<file path="src/rtl/bcd_pkg.sv">
// ============================================================================
//  Module : bcd_pkg
//  Shared BCD constants, digit type and serial-adder FSM state encoding.
//  Rev    : 1.0  initial release
// ============================================================================
`default_nettype none

package bcd_pkg;

   localparam logic [3:0] BCD_MAX = 4'd9;
   localparam logic [3:0] BCD_ADJ = 4'd6;

   typedef logic [3:0] bcd_digit_t;

   typedef enum logic [1:0] {
      IDLE = 2'd0,
      RUN  = 2'd1,
      DONE = 2'd2
   } state_t;

endpackage : bcd_pkg

`default_nettype wire

</file>
<file path="src/rtl/bcd_digit_add.sv">
// ============================================================================
//  Module : bcd_digit_add
//  Combinational single-digit BCD adder with decimal carry in/out.
//  Rev    : 1.0  initial release
// ============================================================================
`default_nettype none

module bcd_digit_add
   import bcd_pkg::*;
(
   input  bcd_digit_t a,
   input  bcd_digit_t b,
   input  logic       ci,
   output bcd_digit_t s,
   output logic       co
);

   logic [4:0] w_sum;

   assign w_sum = {1'b0, a} + {1'b0, b} + {4'b0000, ci};

   // Adding 6 modulo 16 folds binary 10..19 (and non-BCD input) back to one digit.
   always_comb begin
      s  = w_sum[3:0];
      co = 1'b0;
      if (w_sum > {1'b0, BCD_MAX}) begin
         s  = w_sum[3:0] + BCD_ADJ;
         co = 1'b1;
      end
   end

endmodule : bcd_digit_add

`default_nettype wire

</file>
<file path="src/rtl/bcd_serial_adder.sv">
// ============================================================================
//  Module : bcd_serial_adder
//  Digit-serial packed-BCD adder, LSD first, valid/ready on both sides.
//  Optional operand digit check enabled by macro BCD_SERIAL_CHECK_EN.
//  Rev    : 1.0  initial release
// ============================================================================
`default_nettype none

module bcd_serial_adder
   import bcd_pkg::*;
#(
   parameter int DIGITS = 4
)
(
   input  logic                clk,
   input  logic                rst_n,
   input  logic                in_valid,
   output logic                in_ready,
   input  logic [4*DIGITS-1:0] in_a,
   input  logic [4*DIGITS-1:0] in_b,
   input  logic                in_cin,
   output logic                out_valid,
   input  logic                out_ready,
   output logic [4*DIGITS-1:0] out_sum,
   output logic                out_cout,
   output logic                out_err
);

   localparam int               W        = 4 * DIGITS;
   localparam int               CNT_W    = $clog2(DIGITS);
   localparam logic [CNT_W-1:0] LAST_CNT = CNT_W'(DIGITS - 1);

   state_t           state_q, state_d;
   logic [CNT_W-1:0] cnt_q, cnt_d;
   logic [W-1:0]     a_q, a_d;
   logic [W-1:0]     b_q, b_d;
   logic [W-1:0]     sum_q, sum_d;
   logic             carry_q, carry_d;

   bcd_digit_t       w_digit;
   logic             w_co;

   bcd_digit_add u_digit_add (
      .a  (a_q[3:0]),
      .b  (b_q[3:0]),
      .ci (carry_q),
      .s  (w_digit),
      .co (w_co)
   );

`ifdef BCD_SERIAL_CHECK_EN
   logic err_q, err_d;
   logic w_bad;

   assign w_bad = (a_q[3:0] > BCD_MAX) || (b_q[3:0] > BCD_MAX);
`endif

   always_ff @(posedge clk or negedge rst_n) begin
      if (!rst_n) begin
         state_q <= IDLE;
         cnt_q   <= '0;
         a_q     <= '0;
         b_q     <= '0;
         sum_q   <= '0;
         carry_q <= 1'b0;
`ifdef BCD_SERIAL_CHECK_EN
         err_q   <= 1'b0;
`endif
      end else begin
         state_q <= state_d;
         cnt_q   <= cnt_d;
         a_q     <= a_d;
         b_q     <= b_d;
         sum_q   <= sum_d;
         carry_q <= carry_d;
`ifdef BCD_SERIAL_CHECK_EN
         err_q   <= err_d;
`endif
      end
   end

   always_comb begin
      state_d   = state_q;
      cnt_d     = cnt_q;
      a_d       = a_q;
      b_d       = b_q;
      sum_d     = sum_q;
      carry_d   = carry_q;
`ifdef BCD_SERIAL_CHECK_EN
      err_d     = err_q;
`endif
      in_ready  = (state_q == IDLE);
      out_valid = (state_q == DONE);

      case (state_q)
         IDLE: begin
            if (in_valid) begin
               state_d = RUN;
               a_d     = in_a;
               b_d     = in_b;
               carry_d = in_cin;
               cnt_d   = '0;
`ifdef BCD_SERIAL_CHECK_EN
               err_d   = 1'b0;
`endif
            end
         end
         RUN: begin
            // New digit enters at the top so digit 0 lands at [3:0] after the last shift.
            sum_d   = {w_digit, sum_q[W-1:4]};
            a_d     = {4'b0000, a_q[W-1:4]};
            b_d     = {4'b0000, b_q[W-1:4]};
            carry_d = w_co;
            cnt_d   = cnt_q + 1'b1;
`ifdef BCD_SERIAL_CHECK_EN
            err_d   = err_q | w_bad;
`endif
            if (cnt_q == LAST_CNT) begin
               state_d = DONE;
            end
         end
         DONE: begin
            if (out_ready) begin
               state_d = IDLE;
            end
         end
         default: begin
            state_d = IDLE;
         end
      endcase
   end

   // Result outputs are masked outside DONE so no partial sum is ever visible.
   assign out_sum  = out_valid ? sum_q : '0;
   assign out_cout = out_valid & carry_q;
`ifdef BCD_SERIAL_CHECK_EN
   assign out_err  = out_valid & err_q;
`else
   assign out_err  = 1'b0;
`endif

endmodule : bcd_serial_adder

`default_nettype wire

</file>
<file path="config.mk">
export PLATFORM = sky130hd
export DESIGN_NAME = bcd_serial_adder
export DESIGN_NICKNAME = d
export VERILOG_FILES = /design/src/rtl/bcd_pkg.sv /design/src/rtl/bcd_digit_add.sv /design/src/rtl/bcd_serial_adder.sv
export SDC_FILE = /design/constraint.sdc
export NUM_CORES = 1
export LEC_CHECK = 0
export ABC_AREA = 1
export CORE_MARGIN = 1
export CORE_UTILIZATION = 45
export CTS_BUF_LIST = sky130_fd_sc_hd__clkbuf_4
export CTS_CLUSTER_DIAMETER = 80
export DETAILED_ROUTE_END_ITERATION = 6
export PLACE_DENSITY_LB_ADDON = 0.1
export SLEW_MARGIN = 20
export SYNTH_ARGS = -nofsm -noshare
export SYNTH_HDL_FRONTEND = slang
export SYNTH_SLANG_ARGS = --single-unit
</file>
<file path="constraint.sdc">
create_clock -name clk -period 3.03 [get_ports clk]
set_input_delay 0.4545 -clock clk [delete_from_list [all_inputs] [get_ports clk]]
set_output_delay 0.4545 -clock clk [all_outputs]
set_load 0.02 [all_outputs]
</file>
* After elaboration in Yosys (flattened, before gate mapping)
Index checks and enable logic that the tools add are counted.
Cells by class: add/subtract/negate cells 4, order comparisons 1, eq/ne operators 6, multiplexer cells 15, bitwise logic cells 1, reduce and logical (&&, ||, !) cells 4
Operators with widths (count):
- case mux 16 bit (2 select lines) | 2
- two-way mux 16 bit | 3
- two-way mux 2 bit | 4
- case mux 2 bit (3 select lines) | 1
- adder 4 x 4 -> 5 bit | 1
- adder 5 x 1 -> 5 bit | 1
- greater-than comparator 5 x 4 -> 1 bit, second input constant | 1
- adder 4 x 3 -> 4 bit, second input constant | 1
- equality test 2 bit, second input constant | 2
- two-way mux 4 bit | 1
- inequality test 2 bit, second input constant | 2
- case mux 2 bit (2 select lines) | 1
- AND reduction 3 bit | 1
- adder 2 x 1 -> 2 bit, second input constant | 1
- equality test 2 x 1 -> 1 bit, second input constant | 1
- zero test 2 bit | 1
- two-way mux 1 bit | 2
- inequality test 2 x 1 -> 1 bit, second input constant | 1
- case mux 1 bit (2 select lines) | 1
- AND reduction 2 bit | 1
- nonzero test 2 bit | 1
- AND 1 bit | 1
Word-level totals: register bits after elaboration 53, output and inout bits 20, word-level logic and storage cells 37

* Depth between registers and ports, before layout
word-level depth 5, gate-level depth with buffers 15, depth with buffers taken out 15

* Modules after synthesis
Synthesis repeated with hierarchy kept, for this count alone.
Second synthesis, totals: cells, all modules 397, area total of the unflattened synthesis 2951.6 um^2
Modules (own cells, without submodules):
- bcd_serial_adder | times used 1, cells each 350, area an instance 2656.3 um^2, seq. area each 1326.3 um^2
- bcd_digit_add | times used 1, cells each 47, area an instance 295.3 um^2, seq. area each 0.0 um^2

* Worst setup path after synthesis
Ideal clock, no wire load.
kind reg-to-reg, start point register a_q[0], end point register sum_q[13], data arrival time 2161 ps, data required time 2913 ps, slack 752 ps, stages on the path, launching flop included 13, path buffers 0, clock period less this slack 2278 ps, path through dfrtp_1 -> fa_1 -> fa_1 -> inv_1 -> ha_1 -> inv_1 -> nor2_1 -> a21oi_1 -> nand2_1 -> nand2_1 -> nand2_1 -> nand3_1 -> nand2_1
Between the ends: word-level cells in the longest chain between the ends 4, elaborated cells on any way between the ends 5, those cells by class 3 x add/sub; 1 x order compare; 1 x mux
RTL lines:
- start: declaration | RTL line bcd_serial_adder.sv:35 | logic [W-1:0] a_q, a_d;
- start signal: assignment | RTL line bcd_serial_adder.sv:62 | a_q <= '0;
- start signal: assignment | RTL line bcd_serial_adder.sv:72 | a_q <= a_d;
- adder 4 x 4 -> 5 bit (*) | RTL line bcd_digit_add.sv:20 | assign w_sum = {1'b0, a} + {1'b0, b} + {4'b0000, ci};
- adder 5 x 1 -> 5 bit (*) | RTL line bcd_digit_add.sv:20
- adder 4 x 3 -> 4 bit / greater-than comparator 5 x 4 -> 1 bit (equally long branches) | RTL line bcd_digit_add.sv:27, bcd_digit_add.sv:26
- two-way mux 4 bit (*) | RTL line bcd_digit_add.sv:26 | if (w_sum > {1'b0, BCD_MAX}) begin
- end signal: assignment | RTL line bcd_serial_adder.sv:74 | sum_q <= sum_d;
- end: declaration | RTL line bcd_serial_adder.sv:37 | logic [W-1:0] sum_q, sum_d;
Every way passes the cells marked *; elsewhere a longest branch is shown, timed or not. A chain may end at the register's enable or synchronous reset.

* Worst setup path in the final report
start point register state_q[0], end point output out_sum[4]
Between the ends: word-level cells in the longest chain between the ends 2
RTL lines:
- start: declaration | RTL line bcd_serial_adder.sv:33 | state_t state_q, state_d;
- start signal: assignment | RTL line bcd_serial_adder.sv:70 | state_q <= state_d;
- equality test 2 bit | RTL line bcd_serial_adder.sv:93 | out_valid = (state_q == DONE);
- two-way mux 16 bit | RTL line bcd_serial_adder.sv:134 | assign out_sum = out_valid ? sum_q : '0;
- end: declaration | RTL line bcd_serial_adder.sv:24 | output logic [4*DIGITS-1:0] out_sum,
Every way passes these cells.

==> flow_metrics.py <==
metrics = {
    "outcome": {
        "status": "finished clean",
    },
    "critical_path": {
        "r2r_start": "a_q[0]",
        "cp-startpoint": "state_q[0]",
        "cp-start-kind": "register",
        "crit_required_ps": 2580,
        "crit_fanout": 18,
        "cp-end-kind": "output port",
        "path_class": "register to output port",
        "cp_data_arrival_time_ps": 2320,
    },
    "drt": {
        "wl_um": 5870,
        "num_vias": 2289,
        "ant_nets": 0,
        "drtIter0Drc": 121,
        "viasPerCell": 5.10,
        "wl_per_cell_um": 13.1,
        "firstDrtPassIters": 4,
        "drc": 0,
    },
    "placement": {
        "place_ws_ps": 553,
        "hpwl_um": 4110,
        "port_buffers": 55,
        "gp_congestion": 0.766,
    },
    "global_routing": {
        "grt_max_degree": 36,
        "antenna_found_initial": 0,
        "grt_most_used_layer": "met2",
        "grt.met1_usage_pct": 27.9,
        "met2_usage_pct": 35.3,
        "grt_use_total_pct": 21.2,
        "grt_pass1_vias": 2309,
        "grtUsageMet3_pct": 4.48,
        "grt_pass1_wl_um": 10300,
        "grt_overflow_total": 0,
    },
    "timing": {
        "setup-tns-final_ps": 0,
        "max_slew_margin_pct": 35.9,
        "setup_viol": 0,
        "clock_skew_ps": 10.2,
        "fin_crit_sh_pct": 91.6,
        "tightest_slew_ps": 961,
        "timing.fmax_mhz": 360,
        "worst_slack_ps": 255,
        "final-hold-violation-count": 0,
        "rsz0062_at_grt": "no",
        "slew_violations": 0,
        "fin_crit_ps": 2770,
    },
    "clock_network": {
        "clock-sinks": 53,
        "post-cts-setup-buffers": 0,
        "path_clk_slew_ps": 150,
        "cts_root_buffer": "clkbuf_4",
        "cts_resized": 0,
        "h-tree-depth": 2,
        "clock_latency_ps": 370,
        "cts_made_buffers": 5,
        "cts_tree": "yes",
        "clock_path_buffers": 2,
        "hold_buffers": 0,
    },
    "logic_synthesis": {
        "ys_seq_area_share_pct": 50.0,
        "synth_top_area_share_pct": 50.0,
        "ys_ff_latch": 53,
        "synth-main-ff-cell": "dfrtp_1",
        "synth-async-reset-ratio_pct": 100,
        "synth_common_cells": "53 x dfrtp_1, 53 x nand3_1, 48 x nand2_1, 47 x nor2_1, 44 x o21ai_0",
        "synth_area_sq_mm": 0.00265,
        "syn_nets": 374,
        "netlist_top_cells_area": "dfrtp_1 50%, nand3_1 10%, o21ai_0 8.3%",
        "synth_top_area_cell": "dfrtp_1",
        "syn_inst": 330,
        "synth.distinct_cells": 20,
        "syn_avg_cell_area_sq_um": 8.04,
        "yosys_warnings": 0,
        "synth-edff-count": 0,
    },
    "job": {
        "max_cap_violations": 0,
    },
    "floorplan": {
        "num_rows": 27,
        "core_sq_mm": 0.00561,
        "die_h_um": 78.8,
        "io_pins": 57,
        "die_area_sq_mm": 0.00621,
        "start_util_pct": 47.3,
        "die_w_um": 78.8,
    },
    "final_layout": {
        "drive_gt1_share_pct": 4.24,
        "seq_area_sq_mm": 0.00133,
        "multi_input_area_sq_mm": 0.00111,
        "antenna_cells": 0,
        "n_fill_cell": 560,
        "nets": 420,
        "area_growth_syn_to_layout_pct": 23.2,
    },
    "power_and_ir_drop": {
        "p_leak_uw": 0.00151,
        "pwr_density_cell_mw_per_mm2": 1110,
        "ir_drop_mv": 0.754,
    },
    "hold_path": {
        "hp-class": "primary input to async pin",
    },
}
## flip-flops by register name (all words and copies together) (netlist names)
register  cells
a_q          16
b_q          16
sum_q        16
cnt_q         2
state_q       2
carry_q       1
## final cells by class
cell class	count	share of cell area, %
clock buffers	5	1.15
clock inverters	3	0.383
inverters	29	3.45
multi-input cells	228	34.0
flip-flops and latches	53	40.6
well taps	72	2.76
repair buffers	59	17.6
## critical path: stages (launching register included)
cell and delay (ps):
dfrtp_1 500, nor2_1 290, clkinvlp_4 350, nor2_1 190
clkdlybuf4s50_1 620
## per-layer routing
metal | wire length (um) | part of all wire [%] | up-vias
li1 | - | - | 1168
met1 | 2850 | 48 | 1068
met2 | 2730 | 46 | 46
met3 | 228 | 3.9 | 7
met4 | 65 | 1.1 | 0
met5 | 0 | 0 | -
## path summary, 6_finish.rpt
kind                              end  slack (ps)  depth (start not counted)
setup / recovery           out_sum[4]         260                          4
hold / removal                b_q[14]          60                          1
setup reg to reg            sum_q[15]         540                         14
hold reg to reg             sum_q[15]         500                          2
max in group asynchronous      a_q[8]        2320                          2
min in group clk            sum_q[15]         500                          2
## through the flow
step	power [uW]	hold slack, ps	area (sq um)	cells	utilization, %
floorplan	2890	159	2650	330	-
global placement	3310	469	3210	441	57.3
detailed placement	3370	474	3210	441	57.3
CTS	3670	73.8	3260	449	58.2
global route	4050	90.0	3270	449	58.3
finish	3640	58.0	3270	449	58.3
## kinds of logic (layout without fill, tap and decap cells)
logic type / count (synthesis) / count (layout) / share of synthesized area, %
AOI/OAI and AO/OA: 69 / 69 / 13.1
adders and majority gates: 7 / 7 / 3.87
buffers and inverters: 49 / 96 / 8.16
DFF: 53 / 53 / 50.0
other: 1 / 1 / 0.141
and+or+nand+nor: 151 / 151 / 24.7
## power by group
group / leakage (uW) / switching, uW / total, uW / internal, uW
clock network: 0.0000300 / 216 / 300 / 84.6
registers: 0.000661 / 202 / 1270 / 1060
logic: 0.000814 / 1330 / 2080 / 749
## placed cells by master, fill, tap and decap left out
master	n
fa_1	2
o21ai_1	20
clkdlybuf4s50_1	54
o21bai_1	1
o21ai_0	44
ha_1	5
clkinv_2	1
conb_1	1
clkinvlp_4	1
nand3_1	53
buf_4	4
nor2_4	1
nand2_2	1
nand2_4	2
clkinv_1	2
buf_2	1
nand2_1	47
nor2_1	47
dfrtp_1	53
clkbuf_4	5
a21oi_1	4
inv_1	28
Note: power is estimated with default switching activity, not from simulation.
